===== config.mk =====
export PLATFORM = sky130hd
export DESIGN_NAME = countdown_timer
export DESIGN_NICKNAME = d
export VERILOG_FILES = /design/src/rtl/stopwatch_pkg.sv /design/src/rtl/seg7_encode.sv /design/src/rtl/countdown_timer.sv
export SDC_FILE = /design/constraint.sdc
export NUM_CORES = 1
export LEC_CHECK = 0
export BUFFER_PORTS_ARGS = -buffer_cell sky130_fd_sc_hd__buf_2
export CORE_ASPECT_RATIO = 0.6
export CORE_MARGIN = 4
export CORE_UTILIZATION = 35
export DETAILED_ROUTE_END_ITERATION = 16
export PLACE_DENSITY_LB_ADDON = 0.12
export SYNTH_ARGS = -nofsm -noshare
export SYNTH_HDL_FRONTEND = slang
export SYNTH_SLANG_ARGS = --single-unit

===== constraint.sdc =====
create_clock -name clock -period 5.3 [get_ports clock]
set_input_delay 1.06 -clock clock [delete_from_list [all_inputs] [get_ports clock]]
set_output_delay 1.06 -clock clock [all_outputs]
set_load 0.02 [all_outputs]

===== src/rtl/stopwatch_pkg.sv =====
// Shared definitions for the stopwatch and countdown timer: segment codes,
// countdown FSM states, BCD digit limits and a digit-saturation helper.
package stopwatch_pkg;

   localparam logic [6:0] SEG_0     = 7'b1000000;
   localparam logic [6:0] SEG_1     = 7'b1111001;
   localparam logic [6:0] SEG_2     = 7'b0100100;
   localparam logic [6:0] SEG_3     = 7'b0110000;
   localparam logic [6:0] SEG_4     = 7'b0011001;
   localparam logic [6:0] SEG_5     = 7'b0010010;
   localparam logic [6:0] SEG_6     = 7'b0000010;
   localparam logic [6:0] SEG_7     = 7'b1111000;
   localparam logic [6:0] SEG_8     = 7'b0000000;
   localparam logic [6:0] SEG_9     = 7'b0010000;
   localparam logic [6:0] SEG_BLANK = 7'b1111111;

   typedef enum logic [1:0] {
      IDLE    = 2'd0,
      RUN     = 2'd1,
      PAUSE   = 2'd2,
      EXPIRED = 2'd3
   } cd_state_t;

   localparam logic [3:0] ONES_MAX = 4'd9;
   localparam logic [3:0] TENS_MAX = 4'd5;

   function automatic logic [3:0] sat_digit(input logic [3:0] d, input logic [3:0] lim);
      return (d > lim) ? lim : d;
   endfunction

endpackage


===== src/rtl/seg7_encode.sv =====
// BCD digit to active-low seven-segment code; codes 10-15 blank the display.
module seg7_encode
   import stopwatch_pkg::*;
(
   input  logic [3:0] bcd,
   output logic [6:0] seg
);

   // Segment lookup
   always_comb begin
      case (bcd)
         4'd0:    seg = SEG_0;
         4'd1:    seg = SEG_1;
         4'd2:    seg = SEG_2;
         4'd3:    seg = SEG_3;
         4'd4:    seg = SEG_4;
         4'd5:    seg = SEG_5;
         4'd6:    seg = SEG_6;
         4'd7:    seg = SEG_7;
         4'd8:    seg = SEG_8;
         4'd9:    seg = SEG_9;
         default: seg = SEG_BLANK;
      endcase
   end

endmodule


===== src/rtl/countdown_timer.sv =====
// MM:SS countdown timer with BCD preset, 1 Hz prescaler and expiry flags.
// Optional COUNTDOWN_BLINK_EN blinks the displays at 1 Hz while expired.
module countdown_timer
   import stopwatch_pkg::*;
#(
   parameter int TICKS_PER_SEC = 50_000_000
) (
   input  logic       clock,
   input  logic       reset,
   input  logic       load,
   input  logic       run,
   input  logic [3:0] preset_s0,
   input  logic [3:0] preset_s1,
   input  logic [3:0] preset_m0,
   input  logic [3:0] preset_m1,
   output logic [6:0] y,
   output logic [6:0] y_1,
   output logic [6:0] y_2,
   output logic [6:0] y_3,
   output logic       done,
   output logic       expired
);

   localparam int CW = (TICKS_PER_SEC > 2) ? $clog2(TICKS_PER_SEC) : 1;
   localparam logic [CW-1:0] TICK_LAST = CW'(TICKS_PER_SEC - 1);

   cd_state_t  state, next_state;
   logic [3:0] s0, s1, m0, m1;
   logic [3:0] n_s0, n_s1, n_m0, n_m1;
   logic [CW-1:0] tick_cnt;
   logic       tick, is_zero, is_one, blank;
   logic [6:0] seg_s0, seg_s1, seg_m0, seg_m1;

   assign tick    = (state == RUN) && (tick_cnt == TICK_LAST);
   assign is_zero = (s0 == 4'd0) && (s1 == 4'd0) && (m0 == 4'd0) && (m1 == 4'd0);
   assign is_one  = (s0 == 4'd1) && (s1 == 4'd0) && (m0 == 4'd0) && (m1 == 4'd0);
   assign expired = (state == EXPIRED);

   // Next-state logic; load overrides every state
   always_comb begin
      next_state = state;
      if (load) begin
         next_state = IDLE;
      end else begin
         case (state)
            IDLE:    if (run && !is_zero) next_state = RUN;     else next_state = IDLE;
            RUN:     if (!run)            next_state = PAUSE;
                     else if (tick && is_one) next_state = EXPIRED;
                     else                 next_state = RUN;
            PAUSE:   if (run)             next_state = RUN;     else next_state = PAUSE;
            EXPIRED: next_state = EXPIRED;
            default: next_state = IDLE;
         endcase
      end
   end

   // BCD borrow chain for one decrement
   always_comb begin
      n_s0 = s0;
      n_s1 = s1;
      n_m0 = m0;
      n_m1 = m1;
      if (s0 != 4'd0) begin
         n_s0 = s0 - 4'd1;
      end else begin
         n_s0 = ONES_MAX;
         if (s1 != 4'd0) begin
            n_s1 = s1 - 4'd1;
         end else begin
            n_s1 = TENS_MAX;
            if (m0 != 4'd0) begin
               n_m0 = m0 - 4'd1;
            end else begin
               n_m0 = ONES_MAX;
               if (m1 != 4'd0) n_m1 = m1 - 4'd1; else n_m1 = 4'd0;
            end
         end
      end
   end

   // State, prescaler, digit and done registers
   always_ff @(posedge clock) begin
      if (reset) begin
         state    <= IDLE;
         s0       <= 4'd0;
         s1       <= 4'd0;
         m0       <= 4'd0;
         m1       <= 4'd0;
         tick_cnt <= '0;
         done     <= 1'b0;
      end else begin
         state <= next_state;
         done  <= 1'b0;
         if (load) begin
            s0       <= sat_digit(preset_s0, ONES_MAX);
            s1       <= sat_digit(preset_s1, TENS_MAX);
            m0       <= sat_digit(preset_m0, ONES_MAX);
            m1       <= sat_digit(preset_m1, TENS_MAX);
            tick_cnt <= '0;
         end else if (state == RUN && run) begin
            // run low in a tick cycle leaves tick_cnt parked on TICK_LAST
            tick_cnt <= tick ? '0 : tick_cnt + {{(CW-1){1'b0}}, 1'b1};
            if (tick) begin
               s0   <= n_s0;
               s1   <= n_s1;
               m0   <= n_m0;
               m1   <= n_m1;
               done <= is_one;
            end
`ifdef COUNTDOWN_BLINK_EN
         end else if (state == EXPIRED) begin
            tick_cnt <= (tick_cnt == TICK_LAST) ? '0 : tick_cnt + {{(CW-1){1'b0}}, 1'b1};
`endif
         end
      end
   end

`ifdef COUNTDOWN_BLINK_EN
   localparam logic [CW-1:0] TICK_HALF = CW'(TICKS_PER_SEC / 2);
   assign blank = (state == EXPIRED) && (tick_cnt >= TICK_HALF);
`else
   assign blank = 1'b0;
`endif

   seg7_encode u_seg_s0 (.bcd(s0), .seg(seg_s0));
   seg7_encode u_seg_s1 (.bcd(s1), .seg(seg_s1));
   seg7_encode u_seg_m0 (.bcd(m0), .seg(seg_m0));
   seg7_encode u_seg_m1 (.bcd(m1), .seg(seg_m1));

   assign y   = blank ? SEG_BLANK : seg_s0;
   assign y_1 = blank ? SEG_BLANK : seg_s1;
   assign y_2 = blank ? SEG_BLANK : seg_m0;
   assign y_3 = blank ? SEG_BLANK : seg_m1;

endmodule


==> impl_metrics.toml, run 1 <==
[clock_network]
tritoncts = "yes"
clock_tree.htree_level_count = 3
cts_root_buffer = "sky130_fd_sc_hd__clkbuf_16"
ctsLongestPathBuffers = 2
number_of_buffers_inserted_by_post_cts_setup_repair = 0
cts-buffers-inserted = 9
cts_num_sinks = 73
post_cts_resize_count = 0
cts.reportedPaths.clkPinSlew_ns = 0.06
clk-insertion-delay-late_ns = 0.33
post_cts_hold_buffer_count = 0

[route]
totalWireLength_mm = 9.08
count_of_unresolved_drc_violations_after_routing = 0
final_antenna_violating_net_count = 0
detail_route.vias_per_cell = 5.09
vias = 3156
wire_per_inst_um = 14.6
detail_route.iter0.violations = 173
detailedRoute.firstPassIterationCount = 4

[yosys]
post-synth-top-count-cell = "sky130_fd_sc_hd__dfxtp_1"
avgSynthCellArea_um2 = 9.06
synthesis.yosys.warnings = 0
synthFlopType = "sky130_fd_sc_hd__dfxtp_1"
synth_commonest_cells = "73 x sky130_fd_sc_hd__dfxtp_1, 53 x sky130_fd_sc_hd__nor2_1, 29 x sky130_fd_sc_hd__nand2_1, 21 x sky130_fd_sc_hd__ha_1, 21 x sky130_fd_sc_hd__inv_1"
synth-compound-area-share = 0.184
synthArstFlopShare = 0
distinct_cell_type_count_after_synthesis = 73
synth-seq-cells = 73
synth_fp_nets = 468
synthCells = 427
fraction_of_the_yosys_area_taken_by_sequential_cells = 0.378
yosys-top-cells-area = "sky130_fd_sc_hd__dfxtp_1 38%, sky130_fd_sc_hd__ha_1 6.8%, sky130_fd_sc_hd__nor2_1 5.1%"
synthSimpleGateAreaFrac = 0.250
synth_top_family_by_area = "simple AND/OR/NAND/NOR gates"
synth-adder-area-share = 0.0679
synthMuxAreaShare = 0.0158
top_cell_type_by_total_area_after_synthesis = "sky130_fd_sc_hd__dfxtp_1"
netlist_area_um2 = 3870
synth-xor-area-share = 0.0611
synth_largest_type_area_fraction = 0.378
synth_enable_flop_cells = 0

[floorplanning]
die-width_um = 144
ioPinCount = 50
floorplan.die.height_um = 89.4
design.core.area_um2 = 10700
dieArea_um2 = 12900
rows = 29
start_util = 0.363

[worst_setup_path]
reg2regPathDepth = 10
cp_data_arrival_time_ns = 3.97
critPathLaunchType = "input pin"
critical_path_rt_ns = 5.52
worstPathMaxFanout = 13
worst_setup_path_end_kind = "register"
criticalPathCategory = "input pin to register"

[finish]
finish.instance_area_um2 = 4530
layout-area-overhead-vs-synth_pct = 17.0
drive_above_1_share = 0.214
nNetsFinal = 518
fillCellCount = 1072
antenna_cells = 0

[global_routing]
grt_pass1_vias = 2852
grt_remaining_overflow = 0
grt_start_max_net_pins = 27
grt_util_all_layers = 0.147
first_pass_grt_wire_length_mm = 14.8
antenna_found_initial = 0

[pwr]
leakagePower_nw = 1.81
power.density_cell_area_nw_per_um2 = 308
peakVddDrop_mv = 0.190

[hold_path]
min_path_type = "register to register"
hold_path_depth = 2

[sta]
hold_viol = 0
finalClockSkew_ns = 0.00628
worst_pin_slew_ns = 0.927
timing.max_slew.rel_slack = 0.381
fin_crit_sh = 0.706
grt_setup_unrepaired = "false"
final-max-slew-violation-count = 0
setup_total_negative_slack_ns = 0
setup_viol = 0
achievable-frequency_ghz = 0.267
timing.final.crit_period_ns = 3.74

[placement]
place.gp.congestion = 0.868
number_of_port_buffers = 49
placed_area_um2 = 4230
dp_hpwl_mm = 6.69

[run_status]
outcome = "complete, no violations"

[run]
drv_cap = 0
## registers in the layout (all words and copies together), names as in the netlist
| register | count |
|---|---|
| done | 1 |
| m0 | 4 |
| m1 | 4 |
| s0 | 4 |
| s1 | 4 |
| state | 2 |
| tick_cnt | 26 |
| u_seg_m0.seg | 7 |
| u_seg_m1.seg | 7 |
| u_seg_s0.seg | 7 |
| u_seg_s1.seg | 7 |
## metal layers
layer  track usage  wire length, um  vias to the layer above
met3        0.0444              429                        6
met5             0                0                        -
met1         0.239             5350                     1456
li1              -                -                     1638
met4        0.0444               78                        0
met2         0.175             3220                       56
## kinds of logic (layout without fill, tap and decap cells)
logic type	Yosys count	count (layout)
compound gates	90	90
xor+xnor	27	27
fa+ha+maj	21	21
buf+inv	38	92
flops	73	73
mux	6	6
simple gates	172	172
## layout by cell type, fill, tap and decap left out, drive strengths merged, types with 4 or more instances in the layout
| master | n |
|---|---|
| a21oi | 21 |
| a31oi | 4 |
| and3 | 9 |
| buf | 50 |
| clkbuf | 11 |
| dfxtp | 73 |
| ha | 21 |
| inv | 25 |
| mux2i | 5 |
| nand2 | 29 |
| nand3 | 16 |
| nand4 | 13 |
| nor2 | 53 |
| nor3 | 14 |
| nor4 | 4 |
| o21a | 5 |
| o21ai | 22 |
| o22a | 7 |
| or2 | 5 |
| or3 | 7 |
| xnor2 | 13 |
| xor2 | 14 |
## power breakdown
group | switching, mW | leakage [nW] | internal [mW] | total, mW
clock | 0.230 | 0.138 | 0.375 | 0.605
sequential | 0.0160 | 0.599 | 0.579 | 0.595
combinational | 0.120 | 1.08 | 0.0714 | 0.191
total | 0.366 | 1.81 | 1.03 | 1.39
## final timing paths
kind | start | endpoint | slack (ns)
worst max-delay path | run | u_seg_s0.seg[3] | 1.56
worst min-delay path | tick_cnt[1] | tick_cnt[1] | 0.48
worst max register to register | tick_cnt[0] | u_seg_s0.seg[3] | 1.88
worst min register to register | tick_cnt[1] | tick_cnt[1] | 0.48
## critical path: stages
cell and delay, ns:
sky130_fd_sc_hd__buf_2 0.16, sky130_fd_sc_hd__nand3b_2 0.16, sky130_fd_sc_hd__nor4_4 0.65, sky130_fd_sc_hd__nand2_1 0.24, sky130_fd_sc_hd__xnor2_1 0.20, sky130_fd_sc_hd__a221oi_1 0.52
sky130_fd_sc_hd__inv_1 0.17, sky130_fd_sc_hd__ha_1 0.31, sky130_fd_sc_hd__or3_1 0.37, sky130_fd_sc_hd__o311a_1 0.11
## metrics by stage
| step | worst slack (ns) | hold WS [ns] | total power [mW] | std cells | util |
|---|---|---|---|---|---|
| final | 1.56 | 0.477 | 1.39 | 620 | 0.424 |
| after global routing | 1.27 | 0.514 | 1.46 | 620 | 0.424 |
| after CTS | 1.63 | 0.482 | 1.41 | 620 | 0.424 |
| after detailed placement | 1.28 | 0.474 | 0.798 | 605 | 0.396 |
| after global placement | 1.38 | 0.479 | 0.798 | 605 | 0.396 |
| after floorplan | 1.98 | 0.454 | 0.740 | 427 | - |
## cell type report
cell class                      instances  area [um^2]  share of cell area
Clock inverter                          4         53.8              0.0119
Multi-Input combinational cell        316         2240               0.495
Clock buffer                           11          243              0.0536
Inverter                               27          101              0.0224
Tap cell                              139          174              0.0384
Timing Repair Buffer                   50          253              0.0558
Sequential cell                        73         1460               0.323
Power figures use the tool's default switching activity.
==> run 2, diff against run 1 <==
==> constraint.sdc (replaced) <==
create_clock -name clock -period 3.49 [get_ports clock]
set_input_delay 0.698 -clock clock [delete_from_list [all_inputs] [get_ports clock]]
set_output_delay 0.698 -clock clock [all_outputs]
set_load 0.02 [all_outputs]
==> run 2 against run 1 <==
  * Setup slack got worse by 1.1 ns
  * Count of clock-buffer cells in the layout is 2 lower
  * Sequential power rose by 52%
  * Global-route usage increased by 0.060 points
  * Clock power rose by 52%
  * Utilization increased by 0.83 points
  * Cell area rose by 2.0%
  * Clock skew about the same
  * Non-clock buffer count up 12
  * Die area is the same
  * Sequential share of layout area is 0.62 points lower
  * Via count increased by 1.1%
==> impl_metrics.toml, run 2 (synthesis gave the netlist of run 1 again) <==
[global_routing]
grt_remaining_overflow = 0
grt_start_max_net_pins = 27
antenna_found_initial = 0
grt_util_all_layers = 0.148
first_pass_grt_wire_length_mm = 14.7
grt_pass1_vias = 2835

[finish]
antenna_cells = 0
layout-area-overhead-vs-synth_pct = 19.3
final_util = 0.433
nNetsFinal = 530
mostFrequentLayoutCells = "73 x sky130_fd_sc_hd__dfxtp_1, 53 x sky130_fd_sc_hd__nor2_1, 49 x sky130_fd_sc_hd__buf_2"
register_containing_the_most_flip_flops_in_the_final_layout = "tick_cnt"
final_common_cell = "sky130_fd_sc_hd__dfxtp_1"
finish.instance_area_um2 = 4610
largest_register_ffs = 26
drive_above_1_share = 0.237

[floorplanning]
die-width_um = 144
design.core.area_um2 = 10700
floorplan.die.height_um = 89.4
dieArea_um2 = 12900
ioPinCount = 50
rows = 29
start_util = 0.363

[route]
route.met2.wl_mm = 3.26
detail_route.iter0.violations = 203
top_layer_used = "met4"
wirelength_met1_mm = 5.37
detail_route.vias_per_cell = 5.04
detailedRoute.firstPassIterationCount = 4
wl_met3_um = 481
count_of_unresolved_drc_violations_after_routing = 0
vias = 3192
totalWireLength_mm = 9.14
final_antenna_violating_net_count = 0
wire_per_inst_um = 14.4

[pwr]
power.density_cell_area_nw_per_um2 = 460
internal_power_mw = 1.55
seq_power_share = 0.425
leakagePower_nw = 1.88
peakVddDrop_mv = 0.229
p_comb_frac = 0.142
switch_pwr_mw = 0.574
netSwitchingFraction = 0.270
clock_power_share = 0.433

[clock_network]
clock_tree.htree_level_count = 3
cts_num_sinks = 73
number_of_buffers_inserted_by_post_cts_setup_repair = 0
clk-insertion-delay-late_ns = 0.33
post_cts_hold_buffer_count = 0
cts-buffers-inserted = 9
ctsLongestPathBuffers = 2
cts.reportedPaths.clkPinSlew_ns = 0.06
post_cts_resize_count = 0
tritoncts = "yes"
cts_root_buffer = "sky130_fd_sc_hd__clkbuf_16"

[worst_setup_path]
timing.critical_path.mode_cell = "sky130_fd_sc_hd__ha_1"
critical-path-max-stage-delay_ns = 0.41
startpoint = "tick_cnt[0]"
criticalPathCategory = "register to register"
cells_along_the_critical_path = "ha_1, and4b_1, and4_1, buf_4, nand3_4, o311ai_1, and3_1, inv_1, ha_1, nor2_1, o21ai_1, o21a_1"
cp_data_arrival_time_ns = 3.22
worst_setup_path_end_kind = "register"
worst_r2r_startpoint = "tick_cnt[0]"
cp_slowest_cell = "sky130_fd_sc_hd__o311ai_1"
critical_path_rt_ns = 3.72
critPathBufInv = 2
worstPathMaxFanout = 8
crit_family = "simple AND/OR/NAND/NOR gates"
critPathLaunchType = "register"

[sta]
fin_crit_sh = 0.857
setup_viol = 0
final-max-slew-violation-count = 0
timing.final.crit_period_ns = 2.99
setup_total_negative_slack_ns = 0
finalClockSkew_ns = 0.00594
grt_setup_unrepaired = "false"
timing.max_slew.rel_slack = 0.547
worst_pin_slew_ns = 0.673
hold_viol = 0
achievable-frequency_ghz = 0.334

[placement]
place.gp.congestion = 0.847
dp_hpwl_mm = 6.83
number_of_port_buffers = 49
placed_area_um2 = 4320

[hold_path]
min_path_type = "register to register"
hp-start = "tick_cnt[1]"

[run_status]
outcome = "complete, no violations"

[run]
drv_cap = 0
## run 2: cell count changes in the layout (fill, tap and decap cells not counted), sizes merged
cell	change
buf	+12
inv	+1
clkinv	+3
clkinvlp	-1
clkbuf	-2
## run 2: through the flow
step	cells	power [mW]	setup slack, ns	hold WS (ns)
2_1_floorplan	427	1.12	0.535	0.454
3_3_place_gp	617	1.22	0.407	0.473
3_5_place_dp	617	1.22	0.360	0.477
4_1_cts	633	2.15	0.489	0.485
5_1_grt	633	2.23	0.199	0.498
6_report	633	2.12	0.499	0.484
## run 2: power groups by stage
stage          Clock, mW  Combinational (mW)  Sequential [mW]
2_1_floorplan          0               0.161            0.962
3_3_place_gp           0               0.301            0.921
3_5_place_dp           0               0.300            0.921
4_1_cts            0.945               0.302            0.903
5_1_grt            0.988               0.335            0.908
6_report           0.918               0.301            0.903
## run 2: path summary, 6_finish.rpt
check | endpoint | slack [ns] | cells past startpoint
hold reg to reg | tick_cnt[1] | 0.48 | 2
hold / removal | tick_cnt[1] | 0.48 | 2
setup / recovery | u_seg_s1.seg[0] | 0.50 | 12
setup reg to reg | u_seg_s1.seg[0] | 0.50 | 12
## run 2: worst reg2reg max path, stage by stage, from the launching register on
cell	delay, ns
sky130_fd_sc_hd__dfxtp_1	0.37
sky130_fd_sc_hd__ha_1	0.19
sky130_fd_sc_hd__and4b_1	0.31
sky130_fd_sc_hd__and4_1	0.33
sky130_fd_sc_hd__buf_4	0.20
sky130_fd_sc_hd__nand3_4	0.14
sky130_fd_sc_hd__o311ai_1	0.42
sky130_fd_sc_hd__and3_1	0.31
sky130_fd_sc_hd__inv_1	0.10
sky130_fd_sc_hd__ha_1	0.20
sky130_fd_sc_hd__nor2_1	0.10
sky130_fd_sc_hd__o21ai_1	0.09
sky130_fd_sc_hd__o21a_1	0.13
## run 2: layout make-up
class,instances,area (um^2)
Multi-Input combinational cell,316,2240
Tap cell,139,174
Clock buffer,9,225
Inverter,27,101
Timing Repair Buffer,62,343
Fill cell,1055,6050
Clock inverter,7,70.1
Sequential cell,73,1460
## run 2: routing by layer
layer,GRT usage,vias to the layer above
li1,-,1663
met1,0.241,1463
met2,0.172,64
met3,0.0428,2
met4,0.0496,0
met5,0,-
==> run 3, diff against run 2 <==
--- a/config.mk
+++ b/config.mk
@@ -5,6 +5,7 @@
 export SDC_FILE = /design/constraint.sdc
 export NUM_CORES = 1
 export LEC_CHECK = 0
+export ABC_AREA = 1
 export BUFFER_PORTS_ARGS = -buffer_cell sky130_fd_sc_hd__buf_2
 export CORE_ASPECT_RATIO = 0.6
 export CORE_MARGIN = 4
==> constraint.sdc (replaced) <==
create_clock -name clock -period 3.7 [get_ports clock]
set_input_delay 0.74 -clock clock [delete_from_list [all_inputs] [get_ports clock]]
set_output_delay 0.74 -clock clock [all_outputs]
set_load 0.02 [all_outputs]
==> run 3 against run 2 <==
  * Count of clock-buffer cells in the layout increased by 1
  * Sequential share of layout area decreased by 1.5 points
  * Utilization decreased by 0.56 points
  * Critical path depth increased by 3
  * Flip-flop and latch count unchanged
  * Clock skew increased by 0.0041 ns
  * Die area increased by 4.7%
  * Cell area increased by 4.9%
  * Non-clock buffer count decreased by 12
  * Critical path type unchanged
  * Area after synthesis increased by 5.1%
==> impl_metrics.toml, run 3 <==
[run_status]
outcome = "complete, no violations"

[route]
final_antenna_violating_net_count = 0
totalWireLength_mm = 9.87
vias = 3737
detail_route.iter0.violations = 155
count_of_unresolved_drc_violations_after_routing = 0
detail_route.vias_per_cell = 4.65
wire_per_inst_um = 12.3
detailedRoute.firstPassIterationCount = 5

[pwr]
peakVddDrop_mv = 0.236
power.density_cell_area_nw_per_um2 = 476
leakagePower_nw = 2.42

[worst_setup_path]
r2r-end = "u_seg_m0.seg[3]"
critical_path_rt_ns = 3.93
setup.worst_path.end = "u_seg_m0.seg[3]"
worst_r2r_startpoint = "tick_cnt[0]"
critPathLaunchType = "register"
cp_data_arrival_time_ns = 2.77
startpoint = "tick_cnt[0]"
regToRegSetupSlack_ns = 1.16
worstPathMaxFanout = 15
worst_setup_path_end_kind = "register"
reg2regPathDepth = 15
criticalPathCategory = "register to register"

[yosys]
synthesis.yosys.warnings = 0
synth_enable_flop_cells = 0
fraction_of_the_yosys_area_taken_by_sequential_cells = 0.359
synth_commonest_cells = "139 x sky130_fd_sc_hd__nand2_1, 92 x sky130_fd_sc_hd__inv_1, 73 x sky130_fd_sc_hd__dfxtp_1, 56 x sky130_fd_sc_hd__nor2_1, 49 x sky130_fd_sc_hd__nand3_1"
synthFlopType = "sky130_fd_sc_hd__dfxtp_1"
synth_largest_type_area_fraction = 0.359
top_cell_type_by_total_area_after_synthesis = "sky130_fd_sc_hd__dfxtp_1"
distinct_cell_type_count_after_synthesis = 43
synth-seq-cells = 73
netlist_area_um2 = 4070
yosys-top-cells-area = "sky130_fd_sc_hd__dfxtp_1 36%, sky130_fd_sc_hd__nand2_1 13%, sky130_fd_sc_hd__inv_1 8.5%"
avgSynthCellArea_um2 = 6.93
synthArstFlopShare = 0
synth_fp_nets = 628
synthCells = 587
post-synth-top-count-cell = "sky130_fd_sc_hd__nand2_1"

[placement]
place_ws_ns = 0.962
dp_hpwl_mm = 7.78
number_of_port_buffers = 49
place.gp.congestion = 0.802

[clock_network]
cts_root_buffer = "sky130_fd_sc_hd__clkbuf_16"
clk-insertion-delay-late_ns = 0.34
cts_num_sinks = 73
clock_tree.htree_level_count = 3
cts.reportedPaths.clkPinSlew_ns = 0.06
ctsLongestPathBuffers = 2
tritoncts = "yes"
post_cts_resize_count = 0
number_of_buffers_inserted_by_post_cts_setup_repair = 0
post_cts_hold_buffer_count = 0
cts-buffers-inserted = 9

[finish]
drive_above_1_share = 0.179
largest_register_ffs = 26
final_common_cell = "sky130_fd_sc_hd__nand2_1"
antenna_cells = 0
register_containing_the_most_flip_flops_in_the_final_layout = "tick_cnt"
layout-area-overhead-vs-synth_pct = 19.1
mostFrequentLayoutCells = "139 x sky130_fd_sc_hd__nand2_1, 92 x sky130_fd_sc_hd__inv_1, 73 x sky130_fd_sc_hd__dfxtp_1"
nNetsFinal = 681

[sta]
finalClockSkew_ns = 0.0100
grt_setup_unrepaired = "false"
final-max-slew-violation-count = 0
setup_total_negative_slack_ns = 0
timing.final.crit_period_ns = 2.54
timing.max_slew.rel_slack = 0.695
fin_ws_ns = 1.16
worst_pin_slew_ns = 0.457
fin_crit_sh = 0.687
setup_viol = 0
achievable-frequency_ghz = 0.394
hold_viol = 0

[floorplanning]
floorplan.die.height_um = 91.5
ioPinCount = 50
rows = 30
die-width_um = 147
dieArea_um2 = 13500
design.core.area_um2 = 11300
start_util = 0.359

[global_routing]
antenna_found_initial = 0
grt_util_all_layers = 0.149
first_pass_grt_wire_length_mm = 16.2
grt_pass1_vias = 3300
grt_remaining_overflow = 0
grt_start_max_net_pins = 23

[hold_path]
min_path_type = "register to register"
hold_path_depth = 1

[run]
drv_cap = 0
run 3: power by group:
part           leakage, nW  switching, mW  internal [mW]
clock network        0.175          0.333          0.741
logic                 1.65          0.253          0.115
registers            0.599         0.0183          0.843
run 3: kinds of logic after synthesis:
kind of cell             after synthesis  share of synthesized area
buffers and inverters                108                      0.103
flip-flops                            73                      0.359
adder cells (fa/ha/maj)               21                     0.0646
XOR/XNOR                               7                     0.0151
AND/OR/NAND/NOR                      312                      0.362
AO/OA/AOI/OAI                         66                     0.0951
run 3: worst max-delay path, stage by stage (launching register included):
cell,delay (ns)
sky130_fd_sc_hd__dfxtp_1,0.38
sky130_fd_sc_hd__ha_1,0.22
sky130_fd_sc_hd__inv_1,0.05
sky130_fd_sc_hd__nor2_1,0.17
sky130_fd_sc_hd__nand2_1,0.09
sky130_fd_sc_hd__nor2_2,0.15
sky130_fd_sc_hd__nand3_2,0.10
sky130_fd_sc_hd__nand2_4,0.17
sky130_fd_sc_hd__nand2_1,0.14
sky130_fd_sc_hd__nand2_1,0.09
sky130_fd_sc_hd__nand3_1,0.20
sky130_fd_sc_hd__ha_1,0.34
sky130_fd_sc_hd__inv_1,0.07
sky130_fd_sc_hd__nand4_1,0.11
sky130_fd_sc_hd__nand3_1,0.11
sky130_fd_sc_hd__nand2_1,0.05
run 3: worst min path at each step:
stage                        end         start  slack [ns]
floorplan           tick_cnt[22]  tick_cnt[22]        0.42
global placement    tick_cnt[22]  tick_cnt[22]        0.44
detailed placement  tick_cnt[22]  tick_cnt[22]        0.45
CTS                 tick_cnt[22]  tick_cnt[22]        0.45
global route        tick_cnt[22]  tick_cnt[22]        0.47
finish              tick_cnt[22]  tick_cnt[22]        0.45
run 3: final cells by class:
cell class,instances,area [um^2]
clock buffers,10,239
clock inverters,5,128
fillers,1192,6500
inverters,100,375
multi-input cells,406,2180
flip-flops and latches,73,1460
well taps,160,200
repair buffers,50,253
run 3: layer usage:
| layer | GRT usage | vias up | routed length [um] |
|---|---|---|---|
| li1 | - | 1980 | - |
| met1 | 0.234 | 1671 | 5690 |
| met2 | 0.190 | 74 | 3590 |
| met3 | 0.0464 | 12 | 482 |
| met4 | 0.0403 | 0 | 102 |
| met5 | 0 | - | 0 |
run 3: stage by stage:
| stage | std cells | area [um^2] | hold slack, ns | util | total power, mW |
|---|---|---|---|---|---|
| 5_1_grt | 804 | 4840 | 0.472 | 0.427 | 2.42 |
| 2_1_floorplan | 587 | 4070 | 0.422 | - | 1.14 |
| 6_report | 804 | 4840 | 0.449 | 0.427 | 2.30 |
| 4_1_cts | 804 | 4840 | 0.452 | 0.427 | 2.33 |
| 3_3_place_gp | 789 | 4470 | 0.440 | 0.395 | 1.25 |
| 3_5_place_dp | 789 | 4470 | 0.445 | 0.395 | 1.25 |
